$ cat src/rtl/uart_pkg.sv
// uart_pkg: shared types and helpers for the UART blocks.
//   rx_state_t  - receiver FSM state encoding
//   calc_div    - baud-tick divisor from clock rate, bit rate and oversampling
//   cnt_width   - register width needed to hold a count of 0..n-1 (min 1)
package uart_pkg;

  typedef enum logic [2:0] {
    IDLE,
    START,
    DATA,
    STOP,
    WAIT_IDLE
  } rx_state_t;

  function automatic int calc_div(input int clk_hz, input int baud, input int os);
    return clk_hz / (baud * os);
  endfunction

  function automatic int cnt_width(input int n);
    return (n <= 2) ? 1 : $clog2(n);
  endfunction

endpackage

$ cat src/rtl/uart_baud_tick.sv
// uart_baud_tick: free-running divide-by-DIV counter producing a one-clock tick.
// Ports:
//   clock  - system clock
//   nreset - asynchronous active-low reset
//   tick   - high for one clock each time the counter wraps from DIV-1 to 0
module uart_baud_tick
  import uart_pkg::*;
#(
  parameter int DIV = 27
) (
  input  logic clock,
  input  logic nreset,
  output logic tick
);

  localparam int W = cnt_width(DIV);
  localparam logic [W-1:0] LAST = W'(DIV - 1);

  logic [W-1:0] cnt;

  assign tick = (cnt == LAST);

  always_ff @(posedge clock or negedge nreset) begin
    if (!nreset) begin
      cnt <= '0;
    end else if (tick) begin
      cnt <= '0;
    end else begin
      cnt <= cnt + W'(1);
    end
  end

endmodule

$ cat src/rtl/uart_rx.sv
// uart_rx: UART receive channel with oversampled start-bit validation.
// Ports:
//   clock       - system clock
//   nreset      - asynchronous active-low reset
//   sdata       - serial line (asynchronous, idle high)
//   data        - last correctly received byte
//   valid       - one-clock pulse when a good frame completes
//   frame_error - one-clock pulse when the stop bit is sampled low
//   busy        - high whenever the receiver is not idle
//
// state     | meaning
// IDLE      | line idle, looking for a low level on a tick
// START     | start bit seen, confirming it is still low at mid-bit
// DATA      | sampling data bits at their centres, LSB first
// STOP      | waiting for the stop-bit centre to check it is high
// WAIT_IDLE | bad stop bit, holding off until the line goes high again
module uart_rx
  import uart_pkg::*;
#(
  parameter int BYTESIZES           = 8,
  parameter int OVERSAMPLING        = 16,
  parameter int BAUDRATE            = 115200,
  parameter int COUNTER_CLOCK_INPUT = 50_000_000
) (
  input  logic                 clock,
  input  logic                 nreset,
  input  logic                 sdata,
  output logic [BYTESIZES-1:0] data,
  output logic                 valid,
  output logic                 frame_error,
  output logic                 busy
);

  localparam int DIV = calc_div(COUNTER_CLOCK_INPUT, BAUDRATE, OVERSAMPLING);
  localparam int SW  = cnt_width(OVERSAMPLING);
  localparam int BW  = cnt_width(BYTESIZES);

  localparam logic [SW-1:0] HALF_LAST = SW'(OVERSAMPLING / 2 - 1);
  localparam logic [SW-1:0] FULL_LAST = SW'(OVERSAMPLING - 1);
  localparam logic [BW-1:0] BIT_LAST  = BW'(BYTESIZES - 1);

  logic tick;

  uart_baud_tick #(
    .DIV(DIV)
  ) u_baud_tick (
    .clock (clock),
    .nreset(nreset),
    .tick  (tick)
  );

  logic sync_1;
  logic rx_s;

  always_ff @(posedge clock or negedge nreset) begin
    if (!nreset) begin
      sync_1 <= 1'b1;
      rx_s   <= 1'b1;
    end else begin
      sync_1 <= sdata;
      rx_s   <= sync_1;
    end
  end

  rx_state_t            state, state_nxt;
  logic [SW-1:0]        sample_cnt, sample_nxt;
  logic [BW-1:0]        bit_cnt, bit_nxt;
  logic [BYTESIZES-1:0] shreg, shreg_nxt;
  logic [BYTESIZES-1:0] data_nxt;
  logic                 valid_nxt;
  logic                 ferr_nxt;

  always_ff @(posedge clock or negedge nreset) begin
    if (!nreset) begin
      state       <= IDLE;
      sample_cnt  <= '0;
      bit_cnt     <= '0;
      shreg       <= '0;
      data        <= '0;
      valid       <= 1'b0;
      frame_error <= 1'b0;
    end else begin
      state       <= state_nxt;
      sample_cnt  <= sample_nxt;
      bit_cnt     <= bit_nxt;
      shreg       <= shreg_nxt;
      data        <= data_nxt;
      valid       <= valid_nxt;
      frame_error <= ferr_nxt;
    end
  end

  always_comb begin
    state_nxt  = state;
    sample_nxt = sample_cnt;
    bit_nxt    = bit_cnt;
    shreg_nxt  = shreg;
    data_nxt   = data;
    valid_nxt  = 1'b0;
    ferr_nxt   = 1'b0;

    case (state)
      IDLE: begin
        if (tick && !rx_s) begin
          state_nxt = START;
        end
      end

      START: begin
        if (tick) begin
          if (sample_cnt == HALF_LAST) begin
            // a start bit that is already high again at mid-bit was a glitch
            state_nxt = rx_s ? IDLE : DATA;
          end else begin
            sample_nxt = sample_cnt + SW'(1);
          end
        end
      end

      DATA: begin
        if (tick) begin
          if (sample_cnt == FULL_LAST) begin
            // widen by one bit before shifting so a 1-bit frame still works
            shreg_nxt  = BYTESIZES'({rx_s, shreg} >> 1);
            bit_nxt    = bit_cnt + BW'(1);
            sample_nxt = '0;
            if (bit_cnt == BIT_LAST) begin
              state_nxt = STOP;
            end
          end else begin
            sample_nxt = sample_cnt + SW'(1);
          end
        end
      end

      STOP: begin
        if (tick) begin
          if (sample_cnt == FULL_LAST) begin
            if (rx_s) begin
              data_nxt  = shreg;
              valid_nxt = 1'b1;
              state_nxt = IDLE;
            end else begin
              ferr_nxt  = 1'b1;
              state_nxt = WAIT_IDLE;
            end
          end else begin
            sample_nxt = sample_cnt + SW'(1);
          end
        end
      end

      WAIT_IDLE: begin
        if (tick && rx_s) begin
          state_nxt = IDLE;
        end
      end

      default: begin
        state_nxt = IDLE;
      end
    endcase

    // every state starts its own tick and bit count from zero
    if (state_nxt != state) begin
      sample_nxt = '0;
      bit_nxt    = '0;
    end
  end

  assign busy = (state != IDLE);

endmodule

$ cat config.mk
export PLATFORM = sky130hd
export DESIGN_NAME = uart_rx
export DESIGN_NICKNAME = d
export VERILOG_FILES = /design/src/rtl/uart_pkg.sv /design/src/rtl/uart_baud_tick.sv /design/src/rtl/uart_rx.sv
export SDC_FILE = /design/constraint.sdc
export NUM_CORES = 1
export LEC_CHECK = 0
export ABC_AREA = 1
export BUFFER_PORTS_ARGS = -buffer_cell sky130_fd_sc_hd__buf_2
export CAP_MARGIN = 40
export CELL_PAD_IN_SITES_DETAIL_PLACEMENT = 1
export CELL_PAD_IN_SITES_GLOBAL_PLACEMENT = 2
export CORE_MARGIN = 2
export CORE_UTILIZATION = 37
export DETAILED_ROUTE_END_ITERATION = 12
export PLACE_DENSITY_LB_ADDON = 0.1
export SLEW_MARGIN = 20
export SYNTH_ARGS = -nofsm -noshare
export SYNTH_HDL_FRONTEND = slang
export SYNTH_SLANG_ARGS = --single-unit
$ cat constraint.sdc
create_clock -name clock -period 1.7 [get_ports clock]
set_clock_uncertainty 0.05 [all_clocks]
set_input_delay 0.255 -clock clock [delete_from_list [all_inputs] [get_ports clock]]
set_output_delay 0.255 -clock clock [all_outputs]
set_load 0.03 [all_outputs]
Word level (Yosys, flattened, before mapping)
Cells that the tools add are included.
Storage, ports and cells
  flip-flop bits (word level): 35
  bits in latches: 0
  memory bits (writable): 0
  bits in read-only memories: 0
  input bits: 3
  output and inout port bits: 11
  logic and storage cells: 73
  memories: 0
Operators by class
  $add $sub $neg: 3
  $mul: 0
  div/mod/pow operators: 0
  order comparisons: 0
  equal/unequal tests: 14
  shift operators: 0
  muxes and demuxes: 33
  bitwise operators: 0
  reduce and logical (&&, ||, !) cells: 13
Operators with widths (number)
  $mux 3: 14
  $mux 4: 7
  $ne 3x3->1 const B: 5
  $pmux 3 s5: 1
  $pmux 4 s3: 1
  $mux 1: 8
  $eq 3x2->1 const B: 2
  $eq 3x3->1 const B: 2
  $reduce_and 3->1: 2
  $reduce_and 6->1: 1
  $reduce_bool 2->1: 3
  $add 5x1->5 const B: 1
  $eq 5x5->1 const B: 1
  $mux 5: 1
  $add 4x1->4 const B: 1
  $eq 4x3->1 const B: 1
  $eq 4x4->1 const B: 1
  $reduce_and 4->1: 1
  $reduce_bool 4->1: 1
  $add 3x1->3 const B: 1
  $eq 3x1->1 const B: 1
  $logic_not 3->1: 1
  $ne 3x3->1: 1
  $reduce_bool 3->1: 1
  3 further kinds: 4

Longest topological paths before layout
  word-level depth: 8
  gate-level depth with buffers: 12
  depth with buffers taken out: 11

Modules after synthesis
From an unflattened synthesis, not the netlist that was laid out.
Unflattened totals
  cells, all modules: 194
  area total of the unflattened synthesis: 1685.4 um^2
Modules (own cells, without submodules)
  uart_rx: times used 1, cells an instance 165, area an instance 1440.1 um^2, seq. area each 753.2 um^2
  uart_baud_tick: times used 1, cells an instance 29, area an instance 245.2 um^2, seq. area each 125.1 um^2

Least setup slack after synthesis
OpenSTA, ideal clock, no wires.
  path type: reg-to-reg
  from: register u_baud_tick.cnt[0]
  to: register sample_cnt[2]
  setup time: 73 ps
  arrival: 1440 ps
  required time: 1577 ps
  path slack: 137 ps
  stages on the path, launching flop included: 11
  path buffers: 1
  clock period less this slack: 1563 ps
  cells stage by stage: dfrtp_1 > inv_1 > ha_1 > nand2_1 > nor2_4 > buf_6 > nand3_4 > nor2_4 > nand3_1 > xor2_1 > nor2_1
On the way
  longest elaborated chain between the ends: 7
  elaborated cells between the ends (all ways): 18
  classes of those cells: eq/ne: 7; mux: 7; reduce/logical: 4
RTL lines
  start, declared: line uart_baud_tick.sv:19  | logic [W-1:0] cnt;
  start signal, assigned: line uart_baud_tick.sv:29  | cnt <= cnt + W'(1);
  $eq 5x5->1 *: line uart_baud_tick.sv:21  | assign tick = (cnt == LAST);
  $logic_and 1x1->1, on equally long branches: line uart_rx.sv:154, uart_rx.sv:104
  $mux 3, on equally long branches: line uart_rx.sv:154, uart_rx.sv:104
  $pmux 3 s5: line uart_rx.sv:102  | case (state)
  $ne 3x3->1: line uart_rx.sv:165  | if (state_nxt != state) begin
  $ne 3x3->1 (no line) or $reduce_bool 4->1 (tied branches)
  $reduce_and 6->1 (no line)
  end signal, assigned: line uart_rx.sv:84  | sample_cnt <= sample_nxt;
  end, declared: line uart_rx.sv:66  | logic [SW-1:0] sample_cnt, sample_nxt;
Mark *: on every way between the ends. The rest lies on a longest branch, timed or not.
A chain may end at the register's enable or synchronous reset.

Final worst setup path
  from: register u_baud_tick.cnt[0]
  to: register sample_cnt[0]
The elaborated chain is that of the path after synthesis.

==> run metrics <==
post-DR vias/cell=4.556; share of the synthesized area in the top cell type=between 40% and 50%; hold slack=0.3074 ns; P_sw=between 0.0003 and 0.0004 W; path depth of the worst reg2reg path=11; CP Data Arrival Time=between 1.5 and 2 ns; worst hold path depth=0; vias in the first global route=roughly 1,300; initial core utilization=38.19%; area of the multi-input gates=694.4 sq um; Critical Path Fanout Max=8; register area=just under 900 sq um; Synth Cell Area=~1700 sq um; Die W=roughly 71 um; Layout Nets=212; Post-Synthesis Mean Instance Area=9.448 sq um; Final ANT Viol Nets=0; Layout area overhead=18.74%; drt pass-1 iters=2; Crit. End Element=flop; GRT overflow=0; r2r setup slk=0.02 ns; Detailed Route Iter0 Violations=21; mean routed wirelength per cell=about 12 um; critical path cell sequence=inv_1 -> ha_1 -> nand2_2 -> nor2_4 -> buf_6 -> nand3_4 -> nor2_4 -> nand3_2 -> o21ai_1 -> inv_1 -> nor2_1; Antenna diodes=0; endpoints failing hold=0; Ys Warns=0; Crit Path Category=flop to flop; DIE AREA=5047 sq um; GPL Wtd Cong=0.8350; CP max-delay cell=dfrtp_1; crit-path leading delay family=simple AND/OR/NAND/NOR gates; port bufs=13; net count after synthesis=184; register area share after synthesis=52.82%; area leader, netlist=dfrtp_1; first-pass GRT wire length=5789 um; share of cells above drive strength 1=30.73%; Static Leak=0.9444 nW; Pwr Density=roughly 750 nW/um^2; root buffer cell=clkbuf_8; GRT Util Overall=14.73%; Total Wirelength=between 3000 and 4000 um; post-DP HPWL=2276 um; CP required=between 1.5 and 2 ns; synth unique cells=25; Int Pwr=about 0.0011 W; antenna violations before repair=0; Synth Instances=roughly 180; Clock Sinks=35; Worst slew margin=70.62%; Core Util, Final=45.34%; maximum clock rate=595.5 MHz; Final period util=98.79%; fin. max-slew vios=0; Layout fillers=508; Setup crit start kind=flop; minimum clock period=1.679 ns; Stages on worst setup path=11; Clk Latency, worst-skew pair=around 0.29 ns; core area=about 4400 sq um; Die H=71.04 um; worst vdd ir=370.7 uV; DR DRC count=0; CTS H-tree depth=2; critical path's largest stage delay=0.38 ns; sw frac=23.30%; largest net degree at the start of global routing=36; CTS tree=built; std cell rows=24; sequential power share=56.5%; via count=1,171; worst path bufs/invs=3; hold crit path type=flop to flop; final setup fails=0; Design Power=0.001487 W; Comb power frac=3.3%; Clock Power Share=roughly 40%; worst slew pin tran=0.4406 ns; clk buf depth=2; register bit total from synthesis=35; setup repair after global routing missed its margin=true; I/O pins=14; CTS clk-pin slew, worst paths=about 0.070 ns; max-cap violations=0; status=finished, final reports clean; CTS Buf Count=5; top post-synthesis cells by area=dfrtp_1 50%, nand2_1 8.8%, inv_1 4.7%
## worst paths after layout
| path | startpoint | end |
|---|---|---|
| hold reg to reg | sync_1 | rx_s |
| setup / recovery | u_baud_tick.cnt[0] | sample_cnt[0] |
| min in group asynchronous | nreset | data[1] |
| hold / removal | sync_1 | rx_s |
| max in group asynchronous | nreset | sync_1 |
| setup reg to reg | u_baud_tick.cnt[0] | sample_cnt[0] |
## metrics by stage
stage,instance area [sq um],setup WS (ns),setup TNS [ns],std cells
4_1_cts,1944,0.02061,0,256
3_3_place_gp,1826,0.03931,0,246
3_5_place_dp,1826,0.003379,0,246
6_report,1974,0.02060,0,257
5_1_grt,1974,-0.1423,-1.627,257
2_1_floorplan,1663,0.1372,0,176
## power by group through the flow
stage	logic, W	registers, W	clock network, W
after floorplan	0.0000163	0.000856	0
after CTS	0.0000510	0.000840	0.000629
after global routing	0.0000567	0.000840	0.000658
after global placement	0.0000452	0.000856	0
final	0.0000490	0.000840	0.000598
after detailed placement	0.0000457	0.000856	0
## registers in the layout, summed over array words and instances (netlist names)
signal	count
data	8
state	3
rx_s	1
sample_cnt	4
frame_error	1
u_baud_tick.cnt	5
sync_1	1
valid	1
shreg	8
bit_cnt	3
## worst reg2reg max path, stage by stage (launching register included)
cell,delay [ns]
dfrtp_1,0.38
inv_1,0.06
ha_1,0.15
nand2_2,0.07
nor2_4,0.20
buf_6,0.15
nand3_4,0.06
nor2_4,0.13
nand3_2,0.10
o21ai_1,0.13
inv_1,0.05
nor2_1,0.09
## cells in the mapped netlist
cell,count
xor2_1,5
nand4_2,1
buf_6,2
nand4_1,1
inv_1,21
nor2_1,15
buf_2,1
o21ai_2,7
nor3_1,1
a21oi_1,2
nor2_4,5
inv_2,4
ha_1,5
dfrtp_1,33
o21ai_1,3
nor2_2,1
dfstp_2,2
nand2_1,39
o21ai_0,8
xnor2_1,1
nand3_4,1
nand3_1,11
nand2_2,2
nand3_2,4
o211ai_1,1
## metal layers
| metal | share of wire [%] | vias up | global-route usage (%) |
|---|---|---|---|
| met4 | 1.3 | 0 | 5.660 |
| met3 | 3.1 | 5 | 4.274 |
| met5 | 0 | - | 0 |
| met2 | 46 | 15 | 23.16 |
| li1 | - | 606 | - |
| met1 | 50 | 545 | 19.31 |
## logic make-up (layout without fill, tap and decap cells)
| family | Yosys count | count (layout) | synth area share, % |
|---|---|---|---|
| adders and majority gates | 5 | 5 | 3.762 |
| AOI/OAI and AO/OA | 21 | 21 | 8.051 |
| DFF | 35 | 35 | 52.82 |
| xor gates and xnor gates | 6 | 6 | 3.160 |
| buffers and inverters | 28 | 57 | 7.298 |
| and+or+nand+nor | 81 | 81 | 24.91 |
## layout by cell type (no fill, tap or decap), drive strengths merged
cell	n
a21oi	2
buf	22
xnor2	1
ha	5
nor2	21
clkinv	2
dfstp	2
nand3	16
nand2	41
o211ai	1
dfrtp	33
xor2	5
nor3	1
nand4	2
clkbuf	6
dlygate4sd3	2
o21ai	18
inv	25
## final cells by class
type / instances / share of cell area, %
timing repair buffer: 24 / 7.921
multi-input combinational: 113 / 35.17
clock buffer: 6 / 3.676
inverter: 25 / 4.753
clock inverter: 2 / 0.6971
tap: 52 / 3.295
sequential: 35 / 44.49
## timing repair
action | in CTS | in global routing
endpoints found under the setup margin | 7 | 16
cloned | 0 | 0
pin swaps | 1 | 0
hold buffers | 2 | 0
gates resized for setup | 2 | 8
buffers inserted | 0 | 1
hold endpoints to repair | 34 | 0
Power figures use the tool's default switching activity.
